==> config.mk <==
export PLATFORM = sky130hd
export DESIGN_NAME = prog_loader_flat
export DESIGN_NICKNAME = d
export VERILOG_FILES = /design/src/rtl/prog_loader_if.sv /design/src/rtl/prog_loader.sv /design/src/flat_wrapper.sv
export SDC_FILE = /design/constraint.sdc
export NUM_CORES = 1
export LEC_CHECK = 0
export ABC_AREA = 1
export CAP_MARGIN = 30
export CELL_PAD_IN_SITES_DETAIL_PLACEMENT = 1
export CELL_PAD_IN_SITES_GLOBAL_PLACEMENT = 1
export CORE_MARGIN = 2
export CORE_UTILIZATION = 42
export DETAILED_ROUTE_END_ITERATION = 7
export DONT_BUFFER_PORTS = 1
export HOLD_SLACK_MARGIN = 0.06
export PLACE_DENSITY_LB_ADDON = 0.1
export REMOVE_ABC_BUFFERS = 1
export SLEW_MARGIN = 10
export SYNTH_ARGS = -nofsm -noshare
export SYNTH_HDL_FRONTEND = slang
export SYNTH_SLANG_ARGS = --single-unit
==> constraint.sdc <==
create_clock -name clk -period 3.5 [get_ports clk]
set_input_delay 0.7 -clock clk [delete_from_list [all_inputs] [get_ports clk]]
set_output_delay 0.7 -clock clk [all_outputs]
set_load 0.02 [all_outputs]
==> src/rtl/prog_loader_if.sv <==
// prog_loader_if: byte-stream valid/ready handshake that feeds the program
// loader.
//   in_valid  source -> loader  byte available on in_data
//   in_data   source -> loader  stream byte
//   in_ready  loader -> source  loader accepts a byte this cycle
// A byte transfers on every clock edge where in_valid and in_ready are both high.
// Modports: master = byte source, slave = loader.
interface prog_loader_if;
    logic       in_valid;
    logic [7:0] in_data;
    logic       in_ready;

    modport master (
        output in_valid,
        output in_data,
        input  in_ready
    );

    modport slave (
        input  in_valid,
        input  in_data,
        output in_ready
    );
endinterface

==> src/rtl/prog_loader.sv <==
// prog_loader: fills the core's instruction RAM from a length-prefixed,
// XOR-checksummed byte stream and keeps the core in reset until a complete,
// verified image has been written.
//
// Stream format: N[7:0], N[15:8], then N words of 4 little-endian bytes each,
// then one checksum byte equal to the XOR of every preceding byte.
//
// Ports:
//   clk           clock
//   rst           asynchronous active-high reset
//   start         single-cycle load request (honoured in IDLE/DONE/ERR only)
//   stream        byte-stream handshake (in_valid, in_data, in_ready)
//   imem_we       instruction RAM write strobe, one cycle per word
//   imem_waddr    write address
//   imem_wdata    write data (bits above INSTR_W-1 of each word dropped)
//   core_hold     high while the core must stay in reset (low only in DONE)
//   busy          load in progress
//   done          image loaded and checksum verified (sticky)
//   error         load aborted (sticky)
//   words_loaded  words written in the current/last load
module prog_loader #(
    parameter int ADDR_W  = 10,
    parameter int INSTR_W = 27
) (
    input  logic                clk,
    input  logic                rst,
    input  logic                start,
    prog_loader_if.slave        stream,
    output logic                imem_we,
    output logic [ADDR_W-1:0]   imem_waddr,
    output logic [INSTR_W-1:0]  imem_wdata,
    output logic                core_hold,
    output logic                busy,
    output logic                done,
    output logic                error,
    output logic [ADDR_W:0]     words_loaded
);

    localparam logic [2:0] S_IDLE   = 3'd0;
    localparam logic [2:0] S_LEN_LO = 3'd1;
    localparam logic [2:0] S_LEN_HI = 3'd2;
    localparam logic [2:0] S_DATA   = 3'd3;
    localparam logic [2:0] S_CHECK  = 3'd4;
    localparam logic [2:0] S_DONE   = 3'd5;
    localparam logic [2:0] S_ERR    = 3'd6;

    // Largest legal length: one full RAM image.
    localparam logic [16:0] MAX_WORDS = 17'd1 << ADDR_W;

    localparam logic [ADDR_W-1:0] ADDR_INC  = {{(ADDR_W-1){1'b0}}, 1'b1};
    localparam logic [ADDR_W:0]   COUNT_INC = {{ADDR_W{1'b0}}, 1'b1};

    // Running XOR checksum update.
    function automatic logic [7:0] checksum_next(input logic [7:0] sum,
                                                 input logic [7:0] data);
        return sum ^ data;
    endfunction

    // States in which the loader consumes stream bytes.
    function automatic logic is_busy_state(input logic [2:0] s);
        logic result;
        case (s)
            S_LEN_LO, S_LEN_HI, S_DATA, S_CHECK: result = 1'b1;
            default:                             result = 1'b0;
        endcase
        return result;
    endfunction

    logic [2:0]         state_r;
    logic [2:0]         state_next_s;
    logic               busy_r;
    logic               core_hold_r;
    logic               done_r;
    logic               error_r;
    logic [15:0]        len_r;
    logic [23:0]        asm_r;
    logic [7:0]         csum_r;
    logic [1:0]         byte_idx_r;
    logic               imem_we_r;
    logic [ADDR_W-1:0]  imem_waddr_r;
    logic [INSTR_W-1:0] imem_wdata_r;
    logic [ADDR_W:0]    words_loaded_r;

    logic               accept_s;
    logic               start_ok_s;
    logic [15:0]        len_full_s;
    logic               last_word_s;
    logic               word_done_s;
    logic [31:0]        word_s;

    assign accept_s   = stream.in_valid & busy_r;
    assign start_ok_s = start & ((state_r == S_IDLE) | (state_r == S_DONE) |
                                 (state_r == S_ERR));
    assign len_full_s = {stream.in_data, len_r[7:0]};
    assign word_s     = {stream.in_data, asm_r};
    assign word_done_s = accept_s & (state_r == S_DATA) & (byte_idx_r == 2'd3);
    // All earlier writes have retired by the time byte 3 of the next word
    // arrives, so words_loaded equals the index of the word being completed.
    assign last_word_s = ((17'(words_loaded_r) + 17'd1) == {1'b0, len_r});

    assign stream.in_ready = busy_r;
    assign busy            = busy_r;
    assign core_hold       = core_hold_r;
    assign done            = done_r;
    assign error           = error_r;
    assign imem_we         = imem_we_r;
    assign imem_waddr      = imem_waddr_r;
    assign imem_wdata      = imem_wdata_r;
    assign words_loaded    = words_loaded_r;

    // Next-state decode of the load sequencer.
    always_comb begin
        state_next_s = state_r;
        case (state_r)
            S_IDLE, S_DONE, S_ERR: begin
                if (start) begin
                    state_next_s = S_LEN_LO;
                end else begin
                    state_next_s = state_r;
                end
            end
            S_LEN_LO: begin
                if (accept_s) begin
                    state_next_s = S_LEN_HI;
                end else begin
                    state_next_s = state_r;
                end
            end
            S_LEN_HI: begin
                if (!accept_s) begin
                    state_next_s = state_r;
                end else if ({1'b0, len_full_s} > MAX_WORDS) begin
                    state_next_s = S_ERR;
                end else if (len_full_s == 16'd0) begin
                    state_next_s = S_CHECK;
                end else begin
                    state_next_s = S_DATA;
                end
            end
            S_DATA: begin
                // Leave as soon as the last byte is taken; its write strobe
                // still issues on the following cycle.
                if (word_done_s && last_word_s) begin
                    state_next_s = S_CHECK;
                end else begin
                    state_next_s = state_r;
                end
            end
            S_CHECK: begin
                if (!accept_s) begin
                    state_next_s = state_r;
                end else if (stream.in_data == csum_r) begin
                    state_next_s = S_DONE;
                end else begin
                    state_next_s = S_ERR;
                end
            end
            default: state_next_s = S_IDLE;
        endcase
    end

    // Sequencer state and registered status outputs.
    always_ff @(posedge clk or posedge rst) begin
        if (rst) begin
            state_r     <= S_IDLE;
            busy_r      <= 1'b0;
            core_hold_r <= 1'b1;
            done_r      <= 1'b0;
            error_r     <= 1'b0;
        end else begin
            state_r     <= state_next_s;
            busy_r      <= is_busy_state(state_next_s);
            core_hold_r <= (state_next_s != S_DONE);
            if (start_ok_s) begin
                done_r  <= 1'b0;
                error_r <= 1'b0;
            end else if ((state_r == S_CHECK) && (state_next_s == S_DONE)) begin
                done_r  <= 1'b1;
            end else if ((state_r != S_ERR) && (state_next_s == S_ERR)) begin
                error_r <= 1'b1;
            end
        end
    end

    // Length capture, word assembly and running checksum.
    always_ff @(posedge clk or posedge rst) begin
        if (rst) begin
            len_r      <= 16'd0;
            asm_r      <= 24'd0;
            csum_r     <= 8'd0;
            byte_idx_r <= 2'd0;
        end else if (start_ok_s) begin
            len_r      <= 16'd0;
            asm_r      <= 24'd0;
            csum_r     <= 8'd0;
            byte_idx_r <= 2'd0;
        end else if (accept_s) begin
            case (state_r)
                S_LEN_LO: begin
                    len_r[7:0] <= stream.in_data;
                    csum_r     <= checksum_next(csum_r, stream.in_data);
                end
                S_LEN_HI: begin
                    len_r[15:8] <= stream.in_data;
                    csum_r      <= checksum_next(csum_r, stream.in_data);
                end
                S_DATA: begin
                    csum_r     <= checksum_next(csum_r, stream.in_data);
                    byte_idx_r <= byte_idx_r + 2'd1;
                    case (byte_idx_r)
                        2'd0:    asm_r[7:0]   <= stream.in_data;
                        2'd1:    asm_r[15:8]  <= stream.in_data;
                        2'd2:    asm_r[23:16] <= stream.in_data;
                        default: asm_r        <= asm_r;
                    endcase
                end
                default: csum_r <= csum_r;
            endcase
        end
    end

    // Instruction RAM write port: one strobe per completed word, then advance.
    always_ff @(posedge clk or posedge rst) begin
        if (rst) begin
            imem_we_r      <= 1'b0;
            imem_waddr_r   <= {ADDR_W{1'b0}};
            imem_wdata_r   <= {INSTR_W{1'b0}};
            words_loaded_r <= {(ADDR_W+1){1'b0}};
        end else begin
            imem_we_r <= word_done_s;
            if (word_done_s) begin
                imem_wdata_r <= word_s[INSTR_W-1:0];
            end
            if (start_ok_s) begin
                imem_waddr_r   <= {ADDR_W{1'b0}};
                words_loaded_r <= {(ADDR_W+1){1'b0}};
            end else if (imem_we_r) begin
                imem_waddr_r   <= imem_waddr_r + ADDR_INC;
                words_loaded_r <= words_loaded_r + COUNT_INC;
            end
        end
    end

endmodule

==> src/flat_wrapper.sv <==
// flat-port wrapper written by rule: the top's interface ports become plain ports
module prog_loader_flat 
#(
    parameter int ADDR_W  = 10,
    parameter int INSTR_W = 27
)
  (clk, rst, start, imem_we, imem_waddr, imem_wdata, core_hold, busy, done, error, words_loaded, stream_in_valid, stream_in_data, stream_in_ready);
  prog_loader_if stream_i ();
  input  logic clk;
  input  logic rst;
  input  logic start;
  output logic imem_we;
  output logic [ADDR_W-1:0] imem_waddr;
  output logic [INSTR_W-1:0] imem_wdata;
  output logic core_hold;
  output logic busy;
  output logic done;
  output logic error;
  output logic [ADDR_W:0] words_loaded;
  input wire logic [$bits(stream_i.in_valid)-1:0] stream_in_valid;
  input wire logic [$bits(stream_i.in_data)-1:0] stream_in_data;
  output wire logic [$bits(stream_i.in_ready)-1:0] stream_in_ready;
  assign stream_i.in_valid = stream_in_valid;
  assign stream_i.in_data = stream_in_data;
  assign stream_in_ready = stream_i.in_ready;
  prog_loader #(.ADDR_W(ADDR_W), .INSTR_W(INSTR_W)) u_core (.clk(clk), .rst(rst), .start(start), .stream(stream_i), .imem_we(imem_we), .imem_waddr(imem_waddr), .imem_wdata(imem_wdata), .core_hold(core_hold), .busy(busy), .done(done), .error(error), .words_loaded(words_loaded));
endmodule
### Yosys cells after proc, flatten, opt, wreduce, memory -nomap -nowiden

Cells that the tools add are included.

* flip-flop bits (word level): 106
* output and inout port bits: 54
* input bits: 12
* logic and storage cells: 111

* reductions and logical operators: 28
* multiplexer cells: 35
* bitwise logic cells: 7
* order comparisons: 1
* add/sub/neg operators: 4
* eq/ne operators: 20

Operator list (count)
* $mux 24: 3
* $mux 8: 8
* $mux 16: 2
* $mux 11: 2
* $reduce_bool 2->1: 11
* $mux 3: 7
* $mux 10: 2
* $eq 3x3->1 const B: 6
* $eq 17x16->1: 1
* $gt 16x11->1 const B: 1
* $logic_not 16->1: 1
* $pmux 3 s5: 1
* $add 11x1->12 const B: 1
* $eq 3x2->1 const B: 4
* $add 11x1->11 const B: 1
* $add 10x1->10 const B: 1
* $reduce_and 2->1: 5
* $reduce_and 3->1: 3
* $eq 8x8->1: 1
* $mux 2: 4
* $xor 8x8->8: 1
* $eq 3x1->1 const B: 2
* $mux 1: 6
* $ne 3x3->1 const B: 2
* other kinds (11): 19

### Depth between registers and ports, before layout

Gate-level depths: netlist (run 1).

* word-level depth: 11
* gate-level depth with buffers: 14
* mapped depth without buffers: 14

### Worst setup path after synthesis (run 1)

OpenSTA, ideal clock, no wires.

* path type: input -> register
* from: input stream_in_valid
* to: register u_core.busy_r (netlist: u_core.busy)
* path slack: 1.537 ns
* cell stages on the path: 11
* library setup time: 0.121 ns
* data required time: 3.379 ns
* path buffers: 0
* arrival time: 1.842 ns
* cell sequence: nand2_1 inv_1 nand3_1 nor2_1 nand3_1 nor2_1 nand3_1 o21bai_2 nand2_1 o21bai_1 nand2_1

* cells in the longest elaborated chain, start to end: 9
* elaborated cells between the ends (all ways): 15

RTL lines
* start, declared: line flat_wrapper.sv:20 `input wire logic [$bits(stream_i.in_valid)-1:0] stream_in_valid;`
* $and 1x1->1 (*): line prog_loader.sv:91 `assign accept_s = stream.in_valid & busy_r;`
* $and 1x1->1 (2 in series): line prog_loader.sv:96 `assign word_done_s = accept_s & (state_r == S_DATA) & (byte_idx_r == 2'd3);`
* $logic_and 1x1->1: line prog_loader.sv:143 `if (word_done_s && last_word_s) begin`
* $mux 3: line prog_loader.sv:143
* $pmux 3 s5 (*): line prog_loader.sv:114 `case (state_r)`
* net u_core.state_next_s[0]: line prog_loader.sv:70 `logic [2:0] state_next_s;`
* $eq 3x1->1, or another cell as far along: line prog_loader.sv:62 `case (s)`
* $reduce_or 4->1 (*): line prog_loader.sv:62
* $mux 1 (*): line prog_loader.sv:62
* end signal, assigned: line prog_loader.sv:172 `busy_r <= is_busy_state(state_next_s);`
* end, declared: line prog_loader.sv:71 `logic busy_r;`

Mark *: on every way through the listed nets, which the timed path passes. The rest lies on a longest branch.
A chain may end at the register's enable or synchronous reset.

### Final worst setup path (run 1)

* from: register u_core.busy_r (netlist: u_core.busy)
* to: register u_core.busy_r (netlist: u_core.busy)

* cells in the longest elaborated chain, start to end: 9
* elaborated cells between the ends (all ways): 15

RTL lines (line)
* $and 1x1->1 (*): prog_loader.sv:91
* $and 1x1->1 (2 in series): prog_loader.sv:96
* $logic_and 1x1->1: prog_loader.sv:143
* $mux 3: prog_loader.sv:143
* $pmux 3 s5 (*): prog_loader.sv:114
* net u_core.state_next_s[2]: prog_loader.sv:70
* $eq 3x1->1, or another cell as far along: prog_loader.sv:62
* $reduce_or 4->1 (*): prog_loader.sv:62
* $mux 1 (*): prog_loader.sv:62

Marks and branches as above.

==> results of run 1 <==
## cell type report
cell class | count | area [um^2] | area share [%]
Sequential cell | 106 | 2650 | 49.0
Clock buffer | 9 | 225 | 4.16
Timing Repair Buffer | 8 | 72.6 | 1.34
Multi-Input combinational cell | 423 | 1980 | 36.6
Tap cell | 143 | 179 | 3.30
Inverter | 60 | 228 | 4.20
Clock inverter | 6 | 73.8 | 1.36
## worst min path at each step
stage	to	cells after the start	slack (ps)	startpoint
2_1_floorplan	u_core.imem_wdata[0]$_DFFE_PP0P_	2	440	u_core.asm_r[0]$_DFFE_PP0P_
3_3_place_gp	u_core.imem_wdata[10]$_DFFE_PP0P_	2	460	u_core.asm_r[10]$_DFFE_PP0P_
3_5_place_dp	u_core.imem_wdata[3]$_DFFE_PP0P_	2	460	u_core.asm_r[3]$_DFFE_PP0P_
4_1_cts	u_core.imem_wdata[1]$_DFFE_PP0P_	1	410	rst
5_1_grt	u_core.imem_wdata[1]$_DFFE_PP0P_	1	450	rst
6_report	u_core.imem_wdata[4]$_DFFE_PP0P_	1	370	rst
## worst max-delay path, stage by stage (launching register included)
cell	delay [ps]
dfrtp_1	580
nand2_1	220
inv_1	440
nand3_1	170
nor2_1	150
nand3_1	80
nor2_1	90
nand3_1	130
o21bai_1	420
o21bai_1	180
nand2_1	70
## sequential cells by signal (all words and copies together) (netlist names), 2 cells and up
| name | flops |
|---|---|
| u_core.csum_r | 8 |
| u_core.byte_idx_r | 2 |
| u_core.imem_wdata | 27 |
| u_core.imem_waddr | 10 |
| u_core.state_r | 3 |
| u_core.words_loaded | 11 |
| u_core.len_r | 16 |
| u_core.asm_r | 24 |
## metrics by stage
| step | hold WS (ps) | instances |
|---|---|---|
| floorplan | 442 | 589 |
| global placement | 460 | 738 |
| detailed placement | 463 | 738 |
| CTS | 408 | 753 |
| global route | 445 | 755 |
| finish | 365 | 755 |
## cells in the mapped netlist (all sizes together), types with 2 or more instances
cell type | n | area (um^2)
nand2 | 214 | 803
dfrtp | 105 | 2630
inv | 59 | 221
o21ai | 57 | 289
nor2 | 46 | 185
nand3 | 36 | 180
a21oi | 15 | 78.8
buf | 10 | 50.1
nor3 | 10 | 55.1
ha | 6 | 75.1
nand4 | 6 | 37.5
xor2 | 6 | 52.6
a32oi | 5 | 43.8
clkbuf | 5 | 18.8
o22ai | 5 | 31.3
xnor2 | 5 | 43.8
a31oi | 3 | 25.0
o21bai | 3 | 26.3
and3 | 2 | 12.5
nor3b | 2 | 15.0
## power by group through the flow
stage                     logic, mW  clock network, mW  registers (mW)
after floorplan                1.04                  0            2.13
after global placement         1.33                  0            2.22
after detailed placement       1.41                  0            2.24
after CTS                      1.42               1.07            2.22
after global routing           1.65               1.11            2.27
final                          1.42               1.04            2.21
## per-layer routing
layer / vias to the layer above / global-route usage (%) / routed length (um)
met5: - / 0 / 0
li1: 1944 / - / -
met2: 46 / 36.9 / 6360
met4: 0 / 8.29 / 235
met3: 16 / 3.73 / 356
met1: 2002 / 27.0 / 5670
## kinds of logic (layout without fill, tap and decap cells)
logic type / Yosys count / in the layout / share of synthesized area [%]
adders and majority gates: 6 / 6 / 1.52
buffers and inverters: 75 / 83 / 5.96
and+or+nand+nor: 317 / 317 / 26.6
xor gates and xnor gates: 11 / 11 / 1.95
DFF: 106 / 106 / 53.8
AOI/OAI and AO/OA: 89 / 89 / 10.2
==> flow_summary.toml, run 1 <==
[sta]
max_freq_mhz = 378
skew_ps = 5.26
period_share_pct = 75.5
fin_ws_ps = 856
setup_viol = 0
rsz0062_at_grt = "no"
finalHoldViolCount = 0
slew_viol_final = 0
finalCriticalPeriod_ps = 2640
maxSlewHeadroom_pct = 45.3
tns_ps = 0
worst_pin_slew_ps = 821

[outcome]
status = "complete, no violations"

[yosys]
netlist_area_mm2 = 0.00493
syn_inst = 604
synth-main-ff-cell = "dfrtp_1"
synth-edff-count = 0
synth_cell_types = 33
synth.avg_cell_area_um2 = 8.17
synth_warnings = 0
postSynth.asyncResetShare_pct = 100
seq_area_frac_synth_pct = 53.8
synth.ff_latch_count = 106

[pwr]
pwr-share-comb_pct = 30.4
seqPwrFrac_pct = 47.4
power_density_mw_per_mm2 = 861
leakagePower_nw = 2.66
power_frac_clock_pct = 22.2
ir_drop_uv = 449
switching_share_pct = 41.8
p_total_mw = 4.66
p_int_mw = 2.71
power.switching_mw = 1.95

[drt]
dr_total_vias = 4008
drtPass1Iterations = 4
drc = 0
drtAntennaViolNets = 0
routed_wl_um = 12600
post_drt_wl_per_cell_um = 16.7
drt_iter0_markers = 191
viasPerCell = 5.31

[cts]
post_cts_resized = 0
clk_pin_slew_worst_paths_ps = 70
cts_buffers = 9
cts_setup_buffers = 0
ctsLongestPathBuffers = 2
ctsHoldBuffers = 0
clock_latency_ps = 350
clock-sinks = 106
htree_levels = 3
tritoncts = "done"
cts-root-buf = "clkbuf_16"

[setup_path]
crit_end = "u_core.busy$_DFF_PP0_"
start_kind = "register"
worstSetupStartpoint = "u_core.busy$_DFF_PP0_"
critPathCaptureType = "register"
worstSetupPathType = "register to register"
reg2reg_from = "u_core.busy$_DFF_PP0_"
worstPathArrival_ps = 2880
cp_max_fo = 15
rrSetupSlack_ps = 860
required_ps = 3740
reg2reg_depth = 10
rr_endpoint = "u_core.busy$_DFF_PP0_"

[floorplan]
start_util_pct = 43.2
core_area_mm2 = 0.0114
dieArea_mm2 = 0.0126
ios = 66
core.rowCount = 39
die_h_um = 112
die_w_um = 112

[cells_and_area]
nNetsFinal = 626
final_cell_area_mm2 = 0.00542
drive_above_1_share_pct = 5.72
nFillCells = 1413
antenna_cells = 0
final_common_cell = "nand2_1"
area_growth_pct = 9.82
postLayoutCoreUtil_pct = 47.4
most-common-layout-cells = "nand2_1, dfrtp_1, inv_1, o21ai_0, nor2_1"

[placement]
dpl.hpwl_um = 8960
dp_slack_ps = 874
post_dp_cell_area_mm2 = 0.00510
gp_congestion = 0.830
port_buffers = 0

[global_routing]
overflow = 0
antenna_found_initial = 0
grt_pass1_wl_um = 21600
grt_util_all_layers_pct = 21.4
grt_max_degree = 64
grt_pass1_vias = 4361

[min_path]
hp-class = "primary input to asynchronous set/reset pin"

[job]
maxCapViolCount = 0
(Power assumes the default switching activity.)
==> inputs of run 2 (changes only) <==
--- a/config.mk
+++ b/config.mk
@@ -10,7 +10,7 @@
 export CELL_PAD_IN_SITES_DETAIL_PLACEMENT = 1
 export CELL_PAD_IN_SITES_GLOBAL_PLACEMENT = 1
 export CORE_MARGIN = 2
-export CORE_UTILIZATION = 42
+export CORE_UTILIZATION = 47
 export DETAILED_ROUTE_END_ITERATION = 7
 export DONT_BUFFER_PORTS = 1
 export HOLD_SLACK_MARGIN = 0.06
==> constraint.sdc (replaced) <==
create_clock -name clk -period 2.7 [get_ports clk]
set_input_delay 0.54 -clock clk [delete_from_list [all_inputs] [get_ports clk]]
set_output_delay 0.54 -clock clk [all_outputs]
set_load 0.02 [all_outputs]
==> flow_summary.toml, run 2 (synthesis results as in run 1) <==
[cts]
ctsHoldBuffers = 0
post_cts_resized = 0
clk_pin_slew_worst_paths_ps = 110
htree_levels = 3
cts_buffers = 9
cts_setup_buffers = 0
clock_latency_ps = 380
clock-sinks = 106
tritoncts = "done"
cts-root-buf = "clkbuf_8"
ctsLongestPathBuffers = 2

[setup_path]
cpMostUsedCell = "nand2_1"
rrSetupSlack_ps = 320
worstSetupPathType = "register to register"
worstPathArrival_ps = 2660
required_ps = 2980
reg2reg_from = "u_core.words_loaded[4]$_DFFE_PP0P_"
cp_max_fo = 6
rr_endpoint = "u_core.busy$_DFF_PP0_"
reg2reg_depth = 13
critPathCaptureType = "register"
worstSetupStartpoint = "u_core.words_loaded[4]$_DFFE_PP0P_"
crit_chain = "nand2_1 > nor2_2 > nand3_1 > nand2_1 > nand2_1 > nand2_1 > nand2_1 > inv_1 > nand3_1 > o21bai_2 > nand2_1 > o21bai_1 > nand2_1"
start_kind = "register"
cp_slowest_cell = "dfrtp_1"
crit_end = "u_core.busy$_DFF_PP0_"
critPathMaxStageDelay_ps = 570

[drt]
drc = 0
drtPass1Iterations = 4
dr_total_vias = 4032
drtAntennaViolNets = 0
post_drt_wl_per_cell_um = 16.9
routed_wl_um = 12800
viasPerCell = 5.32
drt_iter0_markers = 178

[global_routing]
antenna_found_initial = 0
grt_max_degree = 47
grt_util_all_layers_pct = 24.0
grt_pass1_vias = 4255
overflow = 0
grt_pass1_wl_um = 21300

[pwr]
seqPwrFrac_pct = 48.6
pwr-share-comb_pct = 32.9
power_frac_clock_pct = 18.6
power.switching_mw = 2.54
p_int_mw = 3.30
power_density_mw_per_mm2 = 1090
leakagePower_nw = 2.68
ir_drop_uv = 500
p_total_mw = 5.84
switching_share_pct = 43.5

[floorplan]
core_area_mm2 = 0.0103
start_util_pct = 48.0
die_h_um = 106
die_w_um = 106
ios = 66
dieArea_mm2 = 0.0113
core.rowCount = 37

[sta]
maxSlewHeadroom_pct = 59.6
skew_ps = 7.18
worst_pin_slew_ps = 607
setup_viol = 0
finalCriticalPeriod_ps = 2380
finalHoldViolCount = 0
rsz0062_at_grt = "no"
slew_viol_final = 0
tns_ps = 0
max_freq_mhz = 420
period_share_pct = 88.2

[outcome]
status = "complete, no violations"

[cells_and_area]
final_cell_area_mm2 = 0.00538
antenna_cells = 0
drive_above_1_share_pct = 7.23
most-common-layout-cells = "nand2_1, dfrtp_1, inv_1, o21ai_0, nor2_1"
area_growth_pct = 9.13
largest_register_ffs = 27
final_common_cell = "nand2_1"
stdcell_count = 758
nNetsFinal = 635

[placement]
place_inst = 742
dpl.hpwl_um = 9510
port_buffers = 0
gp_congestion = 0.853
post_dp_cell_area_mm2 = 0.00516

[job]
maxCapViolCount = 0

[min_path]
hp-class = "primary input to asynchronous set/reset pin"
run 2: worst min path at each step:
stage                     depth (start not counted)                         start                                end
final                                             1                           rst       u_core.csum_r[1]$_DFFE_PP0P_
after floorplan                                   2   u_core.asm_r[0]$_DFFE_PP0P_   u_core.imem_wdata[0]$_DFFE_PP0P_
after detailed placement                          2  u_core.asm_r[10]$_DFFE_PP0P_  u_core.imem_wdata[10]$_DFFE_PP0P_
after global placement                            2  u_core.asm_r[10]$_DFFE_PP0P_  u_core.imem_wdata[10]$_DFFE_PP0P_
after CTS                                         1                           rst       u_core.csum_r[1]$_DFFE_PP0P_
after global routing                              1                           rst       u_core.csum_r[0]$_DFFE_PP0P_
run 2: power groups by stage:
stage	Sequential [mW]	Combinational (mW)	Clock, mW
3_3_place_gp	2.85	1.82	0
2_1_floorplan	2.76	1.35	0
3_5_place_dp	2.87	1.95	0
6_report	2.84	1.92	1.09
4_1_cts	2.85	1.95	1.10
5_1_grt	2.91	2.22	1.15
run 2: final cells by class:
| cell class | count | area [um^2] |
|---|---|---|
| Fill cell | 1298 | 4890 |
| Sequential cell | 106 | 2650 |
| Multi-Input combinational cell | 423 | 1980 |
| Inverter | 60 | 228 |
| Tap cell | 136 | 170 |
| Clock buffer | 10 | 138 |
| Timing Repair Buffer | 17 | 128 |
| Clock inverter | 6 | 81.3 |
run 2: worst max-delay path: cells and delay by family (launching register included):
family / cells / cell delay [ps]
buffers and inverters: 1 / 50
flip-flops: 1 / 570
AND/OR/NAND/NOR: 10 / 1210
AO/OA/AOI/OAI: 2 / 430
run 2: metrics by stage:
step / utilization [%] / hold WS [ps] / worst slack [ps]
6_report: 52.4 / 81.9 / 318
5_1_grt: 52.4 / 133 / 51.6
4_1_cts: 52.4 / 100 / 316
3_3_place_gp: 50.2 / 456 / 490
3_5_place_dp: 50.2 / 459 / 332
2_1_floorplan: - / 442 / -627
run 2: per-layer routing:
metal  vias to the layer above  part of all wire, %  global-route usage, %
li1                       1953                    -                      -
met1                      2001                   44                   30.2
met2                        63                   51                   42.3
met3                        15                  3.8                   4.54
met4                         0                  1.2                   6.22
met5                         -                    0                      0
==> variant 1, RTL diff (flow settings as in run 2) <==
`ADDR_W` is set to 10 in 2 places; all go to 11.
--- a/src/rtl/prog_loader.sv
+++ b/src/rtl/prog_loader.sv
@@ -21,3 +21,3 @@
 module prog_loader #(
-    parameter int ADDR_W  = 10,
+    parameter int ADDR_W  = 11,
     parameter int INSTR_W = 27
--- a/src/flat_wrapper.sv
+++ b/src/flat_wrapper.sv
@@ -3,3 +3,3 @@
 #(
-    parameter int ADDR_W  = 10,
+    parameter int ADDR_W  = 11,
     parameter int INSTR_W = 27
Interface: changed (resized imem_waddr and words_loaded); port bits go from 66 to 68. The function was not compared with the original's and may differ.
==> variant 1 against run 2 <==
- sequential power decreased by 7.0%
- cell area increased by 2.4%
- total power decreased by 7.6%
- clock power decreased by 12%
- synthesized area increased by 3.4%
- largest power group unchanged
- core utilization decreased by 0.85 points
- wire length increased by 4.2%
- worst setup slack got worse by 57 ps
- sequential cell count increased by 2
- die area increased by 3.2%
- worst hold slack got worse by 5.8 ps
==> variant 1: results (changes against run 2) <==
Placement
  – Routability-driven placement congestion ratio: 0.905 (was 0.853)
  – Inst Count DP: 774 (was 742)
  – Pre-CTS setup slack: 230 ps (was 332 ps)
  – Placed standard-cell area: 5330 um^2 (was 5160 um^2)

STA
  – FMAX: 410 MHz (was 420 MHz)
  – Hold_ws: 76.1 ps (was 81.9 ps)
  – Clock Skews: 14.8 ps (was 7.18 ps)
  – Relative slew slack: 0.412 (was 0.596)

Detailed routing
  – Detailed Routing Iterations Pass 1: 5 (was 4)
  – Routed wire per std cell: 16.9 um (about the same)
  – DR vias: 4178 (was 4032)

Pwr
  – Int Power: 0.00308 W (was 0.00330 W)
  – Leak: 2.85 nW (was 2.68 nW)
  – Comb pwr share: 0.333 (was 0.329)

Cells and area
  – Fin nets: 663 (was 635)
  – Fill cells: 1317 (was 1298)
  – Final Non-Filler Cells: 789 (was 758)

Worst setup path
  – Crit Path Max Fanout: 5 (was 6)
  – Worst reg-to-reg setup slack: 260 ps (was 320 ps)
  – WP data arrival: 2730 ps (was 2660 ps)
  – RR Startpoint: u_core.words_loaded[0]$_DFFE_PP0P_ (was u_core.words_loaded[4]$_DFFE_PP0P_)
  – R2R depth: 16 (was 13)

Logic synthesis
  – Synth cell types: 31 (was 33)
  – Post-synthesis xor/xnor area fraction: 0.0292 (was 0.0195)
  – Post-synthesis sequential area ratio: 0.530 (was 0.538)
  – Complex-gate fraction of the synthesized area: 0.0928 (was 0.102)
  – Syn Area/Cell: 8.04 um^2 (was 8.17 um^2)

Global route
  – Largest net degree at the start of global routing: 46 (was 47)
  – Vias in the first global route: 4363 (was 4255)
  – Global-route wire length before repair: 21.7 mm (was 21.3 mm)

Outcome
  – Status: complete, no violations (unchanged)
[variant 1: metrics by stage]
step / TNS (ps) / power, W
global placement: 0 / 0.00434
CTS: 0 / 0.00545
detailed placement: 0 / 0.00448
global route: 0 / 0.00581
floorplan: -73180 / 0.00383
finish: 0 / 0.00540
[variant 1: cell families (layout without fill, tap and decap cells)]
kind of cell	Yosys count	count (layout)
adders and majority gates	6	6
DFF	108	108
buffers and inverters	86	101
AOI/OAI and AO/OA	90	90
and+or+nand+nor	327	327
xor gates and xnor gates	17	17
[variant 1: layout make-up]
class                           instances  area [um^2]  share of cell area
Clock buffer                           10          138              0.0250
Clock inverter                          5         43.8             0.00795
Inverter                               72          273              0.0495
Multi-Input combinational cell        440         2060               0.374
Sequential cell                       108         2700               0.491
Tap cell                              140          175              0.0318
Timing Repair Buffer                   14          118              0.0213
[variant 1: layer usage]
layer	GRT usage	wire [um]	vias up
met1	0.314	6050	2066
met2	0.412	6630	74
li1	-	-	2022
met4	0.0659	174	0
met3	0.0512	502	16
met5	0	0	-
==> variant 2, RTL diff (flow settings as in run 2) <==
Without the edit above. Reset style: synchronous (`rst`), changed in 3 clocked blocks. Comments in the files are not updated.
--- a/src/rtl/prog_loader.sv
+++ b/src/rtl/prog_loader.sv
@@ -162,3 +162,3 @@
     // Sequencer state and registered status outputs.
-    always_ff @(posedge clk or posedge rst) begin
+    always_ff @(posedge clk) begin
         if (rst) begin
@@ -185,3 +185,3 @@
     // Length capture, word assembly and running checksum.
-    always_ff @(posedge clk or posedge rst) begin
+    always_ff @(posedge clk) begin
         if (rst) begin
@@ -222,3 +222,3 @@
     // Instruction RAM write port: one strobe per completed word, then advance.
-    always_ff @(posedge clk or posedge rst) begin
+    always_ff @(posedge clk) begin
         if (rst) begin
Function: differs if rst is asserted again (counterexample within 4 cycles, from zero or initial values and one cycle with rst high); with rst held inactive, the same outputs for 10 cycles.
==> variant 2 against run 2 <==
- sequential cell count unchanged
- synthesized area decreased by 3.6%
- worst setup slack improved by 61 ps
- fmax increased by 2.6%
- wire length decreased by 1.9%
- via count increased by 5.5%
- global-route usage decreased by 0.12 points
- cell area decreased by 6.2%
- synthesized cell count increased by 10%
- critical path type unchanged
- largest cell class is now multi-input gates
- highest routed layer unchanged
Power is not compared: it rests on default switching activity, and its combinational part moved more than twofold at a synthesized area within 25%.
==> variant 2: results (changes against run 2) <==
Outcome
  – Status: complete, no violations (unchanged)

Detailed routing
  – Final wirelength: 12.6 mm (was 12.8 mm)
  – Drt initial violations: 161 (was 178)
  – DR vias: 4253 (was 4032)
  – Number of remaining DRC errors: 0 (unchanged)

Logic synthesis
  – Top area cells in the synthesized netlist: dfxtp_1 (45%), nand2_1 (17%), a21oi_1 (10%) (was dfrtp_1 (53%), nand2_1 (16%), o21ai_0 (5.7%))
  – Ys flop type: dfxtp_1 (was dfrtp_1)
  – Post-synth top cells: nand2_1 (211), dfxtp_1 (106), a21oi_1 (98) (was nand2_1 (214), dfrtp_1 (105), inv_1 (59))
  – Post-synthesis sequential area ratio: 0.446 (was 0.538)
  – Synth cell types: 35 (was 33)
  – Syn. warnings: 0 (unchanged)
  – Asr flop ratio synth: 0 (was 1.00)

Cells and area
  – Max reg flops: 27 (unchanged)
  – Fin nets: 671 (was 635)
  – Fraction of layout cells with a size suffix above 1: 0.0821 (was 0.0723)

Global route
  – Global-route wire length before repair: 21.1 mm (was 21.3 mm)
  – Vias in the first global route: 4385 (was 4255)
  – Total GRT Usage: 0.238 (was 0.240)
  – Largest net degree at the start of global routing: 45 (was 47)

Hold path
  – Worst hold path class: primary input to register (was primary input to asynchronous set/reset pin)

STA
  – Relative slew slack: 0.661 (was 0.596)
  – Clock Skews: 9.17 ps (was 7.18 ps)

Clock network
  – TritonCTS Buffers: 9 (unchanged)
  – Worst skew pair latency: 380 ps (about the same)
  – Post-CTS sizing: 0 (unchanged)
  – Clk root buf: clkbuf_8 (unchanged)

Worst setup path
  – WP data arrival: 2580 ps (was 2660 ps)
  – Crit Path Max Fanout: 7 (was 6)

Pwr
  – Leak: 1.70 nW
  – Max VDD drop: around 0.26 mV

Placement
  – Pre-CTS setup slack: 426 ps (was 332 ps)
  – Routability-driven placement congestion ratio: 0.826 (was 0.853)
  – Detail Placement HPWL: 8.90 mm (was 9.51 mm)
==> variant 2: worst paths after layout <==
check / end / slack, ps / start / cells after the start
worst max-delay path: u_core.core_hold$_SDFF_PP1_ / 380 / u_core.words_loaded[0]$_SDFFE_PP0P_ / 11
worst min-delay path: u_core.imem_wdata[22]$_SDFFE_PP0P_ / 210 / rst / 1
worst max register to register: u_core.core_hold$_SDFF_PP1_ / 380 / u_core.words_loaded[0]$_SDFFE_PP0P_ / 11
worst min register to register: u_core.imem_wdata[8]$_SDFFE_PP0P_ / 460 / u_core.asm_r[8]$_SDFFE_PP0P_ / 2
==> variant 2: kinds of logic after synthesis <==
family / count (synthesis) / share of synthesized area
AND/OR/NAND/NOR: 349 / 0.321
AO/OA/AOI/OAI: 117 / 0.130
flip-flops: 106 / 0.446
buffers and inverters: 73 / 0.0621
XOR/XNOR: 14 / 0.0258
adder cells (fa/ha/maj): 6 / 0.0158
==> variant 2: worst max-delay path: stages, from the launching register on <==
cell      delay (ps)
dfxtp_1          590
ha_1             320
nand2_4          100
nor2_4           220
nand2_1           70
nand2_1          120
nor2_1            50
nor2_1           120
nand3_2          140
o21bai_2         200
and2_1           190
nand4_1           80
==> variant 2: cell type report <==
| class | count | area [um^2] |
|---|---|---|
| Tap cell | 133 | 166 |
| Clock buffer | 11 | 141 |
| Clock inverter | 5 | 47.5 |
| Multi-Input combinational cell | 486 | 2340 |
| Fill cell | 1323 | 4770 |
| Inverter | 39 | 146 |
| Sequential cell | 106 | 2120 |
| Timing Repair Buffer | 11 | 82.6 |
==> variant 2: layer usage <==
metal	part of all wire	vias up	global-route usage
met5	0	-	0
met4	0.014	0	0.0686
met3	0.045	19	0.0605
met2	0.48	71	0.400
met1	0.46	2036	0.304
li1	-	2127	-
==> variant 2: where the power goes <==
group / internal (W) / switching (W) / leakage, nW
Clock: 0.000378 / 0.000583 / 0.0936
Combinational: 0.0000681 / 0.000158 / 0.754
Sequential: 0.00158 / 0.0000170 / 0.854
==> variant 2: metrics by stage <==
step / instance area (um^2) / hold WS, ps / instances
2_1_floorplan: 4610 / 435 / 631
3_3_place_gp: 4860 / 444 / 775
3_5_place_dp: 4860 / 450 / 775
4_1_cts: 5050 / 195 / 791
5_1_grt: 5050 / 183 / 791
6_report: 5050 / 205 / 791
